**config.mk**
```make
export PLATFORM = sky130hd
export DESIGN_NAME = fx2fp_rr_scheduler
export DESIGN_NICKNAME = d
export VERILOG_FILES = /design/src/rtl/fx2fp_pkg.sv /design/src/rtl/lzd_31bit.sv /design/src/rtl/fx2fp_rr_scheduler.sv
export SDC_FILE = /design/constraint.sdc
export NUM_CORES = 1
export LEC_CHECK = 0
export CAP_MARGIN = 40
export CORE_MARGIN = 2
export CORE_UTILIZATION = 59
export CTS_BUF_LIST = sky130_fd_sc_hd__clkbuf_16
export DETAILED_ROUTE_END_ITERATION = 7
export DONT_BUFFER_PORTS = 1
export GPL_TIMING_DRIVEN = 0
export PLACE_DENSITY = 0.78
export SLEW_MARGIN = 20
export SYNTH_ARGS = -nofsm -noshare
export SYNTH_HDL_FRONTEND = slang
export SYNTH_SLANG_ARGS = --single-unit
```
**constraint.sdc**
```tcl
create_clock -name clk -period 4.25 [get_ports clk]
set_input_delay 0.85 -clock clk [delete_from_list [all_inputs] [get_ports clk]]
set_output_delay 0.85 -clock clk [all_outputs]
set_load 0.01 [all_outputs]
```
**src/rtl/fx2fp_pkg.sv**
```systemverilog
// Shared constants and helpers for the Q1.31 -> float32 scheduler.
// Contents:
//   FP_EXP_OFFSET : biased exponent of a magnitude whose top bit is bit 30.
//   FP_ZERO       : float32 +0.0.
//   FP_NEG_ONE    : float32 -1.0.
//   Q31_NEG_ONE   : Q1.31 encoding of -1.0, whose magnitude does not fit in 31 bits.
//   s1_t          : contents of the first pipeline stage, excluding the requester id.
//   q31_mag       : absolute value of a Q1.31 sample, truncated to 31 bits.
package fx2fp_pkg;

    localparam logic [7:0]  FP_EXP_OFFSET = 8'd126;
    localparam logic [31:0] FP_ZERO       = 32'h00000000;
    localparam logic [31:0] FP_NEG_ONE    = 32'hBF800000;
    localparam logic [31:0] Q31_NEG_ONE   = 32'h80000000;

    typedef struct packed {
        logic        sign;
        logic [30:0] mag;
        logic        zero;
        logic        neg_one;
    } s1_t;

    // For -1.0 the 31-bit result is 0. The neg_one flag carries that case instead.
    function automatic logic [30:0] q31_mag(input logic [31:0] x);
        logic [31:0] n;
        n = 32'd0 - x;
        return x[31] ? n[30:0] : x[30:0];
    endfunction

endpackage

```
**src/rtl/lzd_31bit.sv**
```systemverilog
// Leading-zero detector for a 31-bit magnitude.
// Ports:
//   in       : magnitude, bit 30 is the most significant.
//   lzd      : number of zeros above the highest set bit (0..30).
//   all_zero : high when in is zero. lzd is then 0 and carries no meaning.
module lzd_31bit (
    input  logic [30:0] in,
    output logic [4:0]  lzd,
    output logic        all_zero
);

    // Scan upward so that the highest set bit writes last.
    always_comb begin
        lzd = 5'd0;
        for (int i = 0; i < 31; i++) begin
            if (in[i]) begin
                lzd = 5'(30 - i);
            end
        end
    end

    assign all_zero = ~|in;

endmodule

```
**src/rtl/fx2fp_rr_scheduler.sv**
```systemverilog
// Round-robin scheduler that shares one Q1.31 -> float32 normaliser among NUM_REQ sources.
// Ports:
//   clk, reset  : single rising-edge clock and synchronous active-high reset.
//   req_valid   : per-lane sample valid.
//   req_data    : per-lane Q1.31 sample. Lane i occupies [32*i+31:32*i].
//   req_ready   : one-hot grant, combinational.
//   out_valid   : result stream valid.
//   out_ready   : downstream accepts the result.
//   out_data    : float32 result.
//   out_id      : requester index of the result.
//   dbg_rr_ptr  : current round-robin pointer, for observation only.
//
// Handshake rules apply to both the request ports and the result port.
// A transfer happens on a rising edge where valid && ready.
// The source holds valid and its payload stable until that edge.
// Ready never depends on the same port's ready.
//
// Pipeline:
//   S1 holds the sign, the magnitude and the special-case flags.
//   S2 holds the packed float and is the output register.
// Results leave in acceptance order, 2 cycles after acceptance.
module fx2fp_rr_scheduler
    import fx2fp_pkg::*;
#(
    parameter int NUM_REQ = 4,
    parameter int ID_W    = $clog2(NUM_REQ)
) (
    input  logic                   clk,
    input  logic                   reset,
    input  logic [NUM_REQ-1:0]     req_valid,
    input  logic [32*NUM_REQ-1:0]  req_data,
    output logic [NUM_REQ-1:0]     req_ready,
    output logic                   out_valid,
    input  logic                   out_ready,
    output logic [31:0]            out_data,
    output logic [ID_W-1:0]        out_id,
    output logic [ID_W-1:0]        dbg_rr_ptr
);

    logic [ID_W-1:0]    rr_ptr_q, rr_ptr_d;
    logic               s1_valid_q;
    s1_t                s1_q, s1_d;
    logic [ID_W-1:0]    s1_id_q;
    logic               out_valid_q;
    logic [31:0]        out_data_q;
    logic [ID_W-1:0]    out_id_q;

    logic [NUM_REQ-1:0] grant;
    logic [ID_W-1:0]    grant_id;
    logic               found;
    logic               s2_load;
    logic               s1_free;
    logic               accept;
    logic [31:0]        sel_data;
    logic [4:0]         lz;
    logic               mag_zero;
    logic [7:0]         fp_exp;
    logic [22:0]        fp_frac;
    logic [31:0]        fp_res;

    // The search starts at the pointer and wraps, so the first valid lane at or
    // after the pointer gets the grant.
    always_comb begin : arb
        int idx;
        idx      = 0;
        grant    = '0;
        grant_id = '0;
        found    = 1'b0;
        for (int k = 0; k < NUM_REQ; k++) begin
            idx = int'(rr_ptr_q) + k;
            if (idx >= NUM_REQ) begin
                idx = idx - NUM_REQ;
            end
            if (!found && req_valid[idx]) begin
                found      = 1'b1;
                grant[idx] = 1'b1;
                grant_id   = ID_W'(idx);
            end
        end
    end

    // S2 loads when it is empty or is being read out this cycle.
    assign s2_load = s1_valid_q && (!out_valid_q || out_ready);
    // S1 can take a new sample when it is empty or is moving into S2.
    assign s1_free = !s1_valid_q || s2_load;

    // No grant is issued during reset.
    assign req_ready = (s1_free && !reset) ? grant : '0;
    assign accept    = found && s1_free && !reset;

    assign sel_data = req_data[32*int'(grant_id) +: 32];

    always_comb begin
        s1_d.sign    = sel_data[31];
        s1_d.mag     = q31_mag(sel_data);
        s1_d.zero    = (sel_data == FP_ZERO);
        s1_d.neg_one = (sel_data == Q31_NEG_ONE);
    end

    always_comb begin
        rr_ptr_d = rr_ptr_q;
        if (accept) begin
            rr_ptr_d = (grant_id == ID_W'(NUM_REQ - 1)) ? '0 : grant_id + ID_W'(1);
        end
    end

    lzd_31bit u_lzd (
        .in       (s1_q.mag),
        .lzd      (lz),
        .all_zero (mag_zero)
    );

    // After the shift, bit 30 holds the hidden one.
    // Bits 29:7 become the fraction, truncated toward zero.
    assign fp_exp  = FP_EXP_OFFSET - {3'b000, lz};
    assign fp_frac = 23'((s1_q.mag << lz) >> 7);

    always_comb begin
        if (s1_q.neg_one) begin
            fp_res = FP_NEG_ONE;
        end else if (s1_q.zero || mag_zero) begin
            fp_res = FP_ZERO;
        end else begin
            fp_res = {s1_q.sign, fp_exp, fp_frac};
        end
    end

    always_ff @(posedge clk) begin
        if (reset) begin
            rr_ptr_q    <= '0;
            s1_valid_q  <= 1'b0;
            s1_q        <= '0;
            s1_id_q     <= '0;
            out_valid_q <= 1'b0;
            out_data_q  <= '0;
            out_id_q    <= '0;
        end else begin
            rr_ptr_q <= rr_ptr_d;
            if (s1_free) begin
                s1_valid_q <= accept;
                if (accept) begin
                    s1_q    <= s1_d;
                    s1_id_q <= grant_id;
                end
            end
            // S2 holds its contents while the result is stalled downstream.
            if (!out_valid_q || out_ready) begin
                out_valid_q <= s1_valid_q;
                if (s1_valid_q) begin
                    out_data_q <= fp_res;
                    out_id_q   <= s1_id_q;
                end
            end
        end
    end

    assign out_valid  = out_valid_q;
    assign out_data   = out_data_q;
    assign out_id     = out_id_q;
    assign dbg_rr_ptr = rr_ptr_q;

endmodule

```
==> results_dict.tcl <==
set metrics [dict create \
    netlist.area_leader.share_pct 20.0 \
    finalWirelength_um 23900 \
    dpl.hpwl_um 19200 \
    worstPathArrival_ns 4.33 \
    finalNetCount 1153 \
    vias 7827 \
    crit_path_end_kind "register" \
    path_class "reg2reg" \
    slowest_stage "dfxtp_4" \
    pin_count 176 \
    p_per_area_nw_per_um2 1090 \
    timing.final.crit_period_ns 4.08 \
    tns_ns 0 \
    place_congestion 1.02 \
    critPathMaxStageDelay_ns 0.40 \
    ctsHoldBuffers 0 \
    start_util_pct 60.6 \
    timing.fmax_ghz 0.245 \
    antennaDiodeCount 0 \
    antenna_found_initial 0 \
    numCtsBuffers 9 \
    route.detailed.drc 0 \
    grt_pass1_wl_um 37700 \
    ys_top_cells_by_area "dfxtp_1 (20%), mux2i_1 (12%), nand2_1 (6.6%)" \
    num-fill-cells 1123 \
    synth-edff-count 0 \
    final_cell_count_no_fill 1183 \
    min_period_over_period_pct 96.0 \
    synth_top_cell_by_area "dfxtp_1" \
    first_global_vias 7245 \
    syn_avg_cell_area_um2 7.30 \
    cts-root-buf "clkbuf_16" \
    finClkSkew_ns 0.00585 \
    ys_async_sr_fraction_pct 0 \
    p_leak_nw 3.15 \
    drive_above_1_share_pct 10.4 \
    clock_latency_ns 0.34 \
    grtUsageTotal_pct 35.6 \
    cts.clk_slew.worst_paths_ns 0.06 \
    vdd_ir_drop_max_mv 0.926 \
    min_path_type "reg2reg" \
    dp.cells 1169 \
    ys_ff_latch 73 \
    setup_viol 0 \
    gr-total-overflow 0 \
    cp_cell_sequence "buf_6 > inv_1 > ha_4 > mux4_2 > buf_4 > a21oi_1 > o31a_1 > buf_6 > inv_4 > buf_6 > clkbuf_4 > buf_4 > nand3_1 > o21ai_2 > ha_2 > and3_1 > clkbuf_4 > nand3_1 > o211a_1 > a311oi_2" \
    path_max_fanout 10 \
    chipHeight_um 115 \
    slew_headroom_pct 52.1 \
    viasPerCell 6.62 \
    wire_per_inst_um 20.2 \
    ys_warn_count 0 \
    rsz0062_at_grt "yes" \
    critPathRequiredTime_ns 4.50 \
    grt_start_max_net_pins 29 \
    ant_nets 0 \
    placementRows 40 \
    ys.flop_type "dfxtp_1" \
    die_area_um2 13300 \
    tritoncts "done" \
    crit_top_cell "buf_6" \
    finalMaxSlewViolations 0 \
    syn_inst 1000 \
    die_w_um 115 \
    cts.path.max_buffers 2 \
    first_pass_iters 5 \
    drtIter0Drc 714 \
    final_core_utilization_pct 65.4 \
    cts_sinks 73 \
    tightest_slew_ns 0.718 \
    syn-cell-area_um2 7300 \
    area_growth_syn_to_layout_pct 7.91 \
    syn-num-nets 1143 \
    hold_viol_final 0 \
    max_cap_viol_count 0 \
    io_buffers 0 \
    crit_path_start_kind "register" \
    htree_levels 3 \
    ys_types 80 \
    status "complete, no violations" \
    core-area_um2 12100 \
    ys_seq_area_share_pct 20.0 \
]
[Yosys cell counts, drive strengths merged, types with 9 or more instances]
cell type	number
a31oi	25
nor2	99
buf	32
xnor2	20
nand2	128
and2	9
a21oi	61
nor3	39
a211oi	13
o21ai	51
a22oi	15
dfxtp	73
and3	17
o211ai	23
mux2	18
inv	27
mux2i	88
clkbuf	47
nand3	53
[where the power goes]
part	internal, mW	switching (mW)	leakage (nW)
Sequential	0.993	0.340	0.606
Combinational	2.61	3.95	2.42
Clock	0.387	0.285	0.124
[worst max-delay path, delay by kind of cell (launching register included)]
kind	cells	cell delay (ns)
muxes	1	0.28
AOI/OAI and AO/OA	5	0.89
adders and majority gates	2	0.51
buffers and inverters	9	1.49
and+or+nand+nor	3	0.40
DFF	1	0.40
[area by class of cell]
type	count	area [um2]	area share (%)
multi-input cells	820	5420	68.7
flip-flops and latches	73	1470	18.6
plain buffers	73	373	4.73
clock buffers	9	225	2.86
well taps	168	210	2.67
inverters	28	113	1.43
clock inverters	7	38.8	0.492
repair buffers	5	35.0	0.444
[flip-flops by register name (all words and copies together) (netlist names)]
name and count:
dbg_rr_ptr 2, out_valid 1, s1_valid_q 1, out_data 31
s1_q 34, s1_id_q 2, out_id 2
[routing by layer]
| metal | up-vias | routed length, um | global-route usage [%] |
|---|---|---|---|
| met5 | - | 0 | 0 |
| met4 | 0 | 1380 | 20.6 |
| met3 | 80 | 1900 | 5.96 |
| met2 | 414 | 11000 | 57.3 |
| met1 | 3616 | 9660 | 45.2 |
| li1 | 3717 | - | - |
[path summary, 6_finish.rpt]
path	from	end	slack [ns]	depth (start not counted)
worst min-delay path	s1_id_q[0]	out_id[0]	0.46	2
worst max-delay path	dbg_rr_ptr[0]	s1_q[28]	0.17	20
worst min register to register	s1_id_q[0]	out_id[0]	0.46	2
worst max register to register	dbg_rr_ptr[0]	s1_q[28]	0.17	20
[metrics by stage]
step                power [mW]  worst slack [ns]  hold WS [ns]  area (um2)
floorplan                 6.14            0.0347         0.423        7310
global placement          7.53            -0.906         0.448        7520
detailed placement        7.61            -0.962         0.456        7520
CTS                       8.36            0.0138         0.464        7840
global route              9.21           -0.0521         0.473        7880
finish                    8.57             0.171         0.457        7880
[cell usage in the layout, fill, tap and decap left out, types with 6 or more instances in the layout]
cell,Yosys,routed
nand2_1,128,128
nor2_1,99,99
mux2i_1,88,88
dfxtp_1,73,71
a21oi_1,58,58
nand3_1,53,53
o21ai_0,45,43
nor3_1,39,39
clkbuf_1,47,39
inv_1,24,25
a31oi_1,25,25
o211ai_1,23,23
xnor2_1,20,19
mux2_2,18,18
and3_1,17,17
a22oi_1,12,12
a211oi_1,12,12
buf_2,19,11
buf_4,2,9
and2_1,9,9
clkbuf_16,0,9
mux4_2,8,8
nand2b_1,8,8
or3_1,8,8
o31ai_1,8,8
xor2_1,8,8
buf_6,5,7
a221oi_1,7,7
nor2b_1,7,6
buf_1,6,6
o311ai_0,6,6
ha_1,8,6
[cells by family after synthesis]
| logic type | after synthesis | synth area share (%) |
|---|---|---|
| AOI/OAI and AO/OA | 276 | 26.5 |
| xor gates and xnor gates | 28 | 3.36 |
| adders and majority gates | 8 | 1.37 |
| buffers and inverters | 107 | 6.51 |
| DFF | 73 | 20.0 |
| muxes | 114 | 17.3 |
| other | 1 | 0.0513 |
| and+or+nand+nor | 393 | 24.9 |
[what timing repair did]
action | CTS | global route
buffers inserted | 3 | 1
pin swaps | 1 | 1
setup endpoints to repair | 18 | 17
gates cloned | 0 | 0
resized for setup | 19 | 17
No activity file was read; power rests on OpenSTA's default activity.
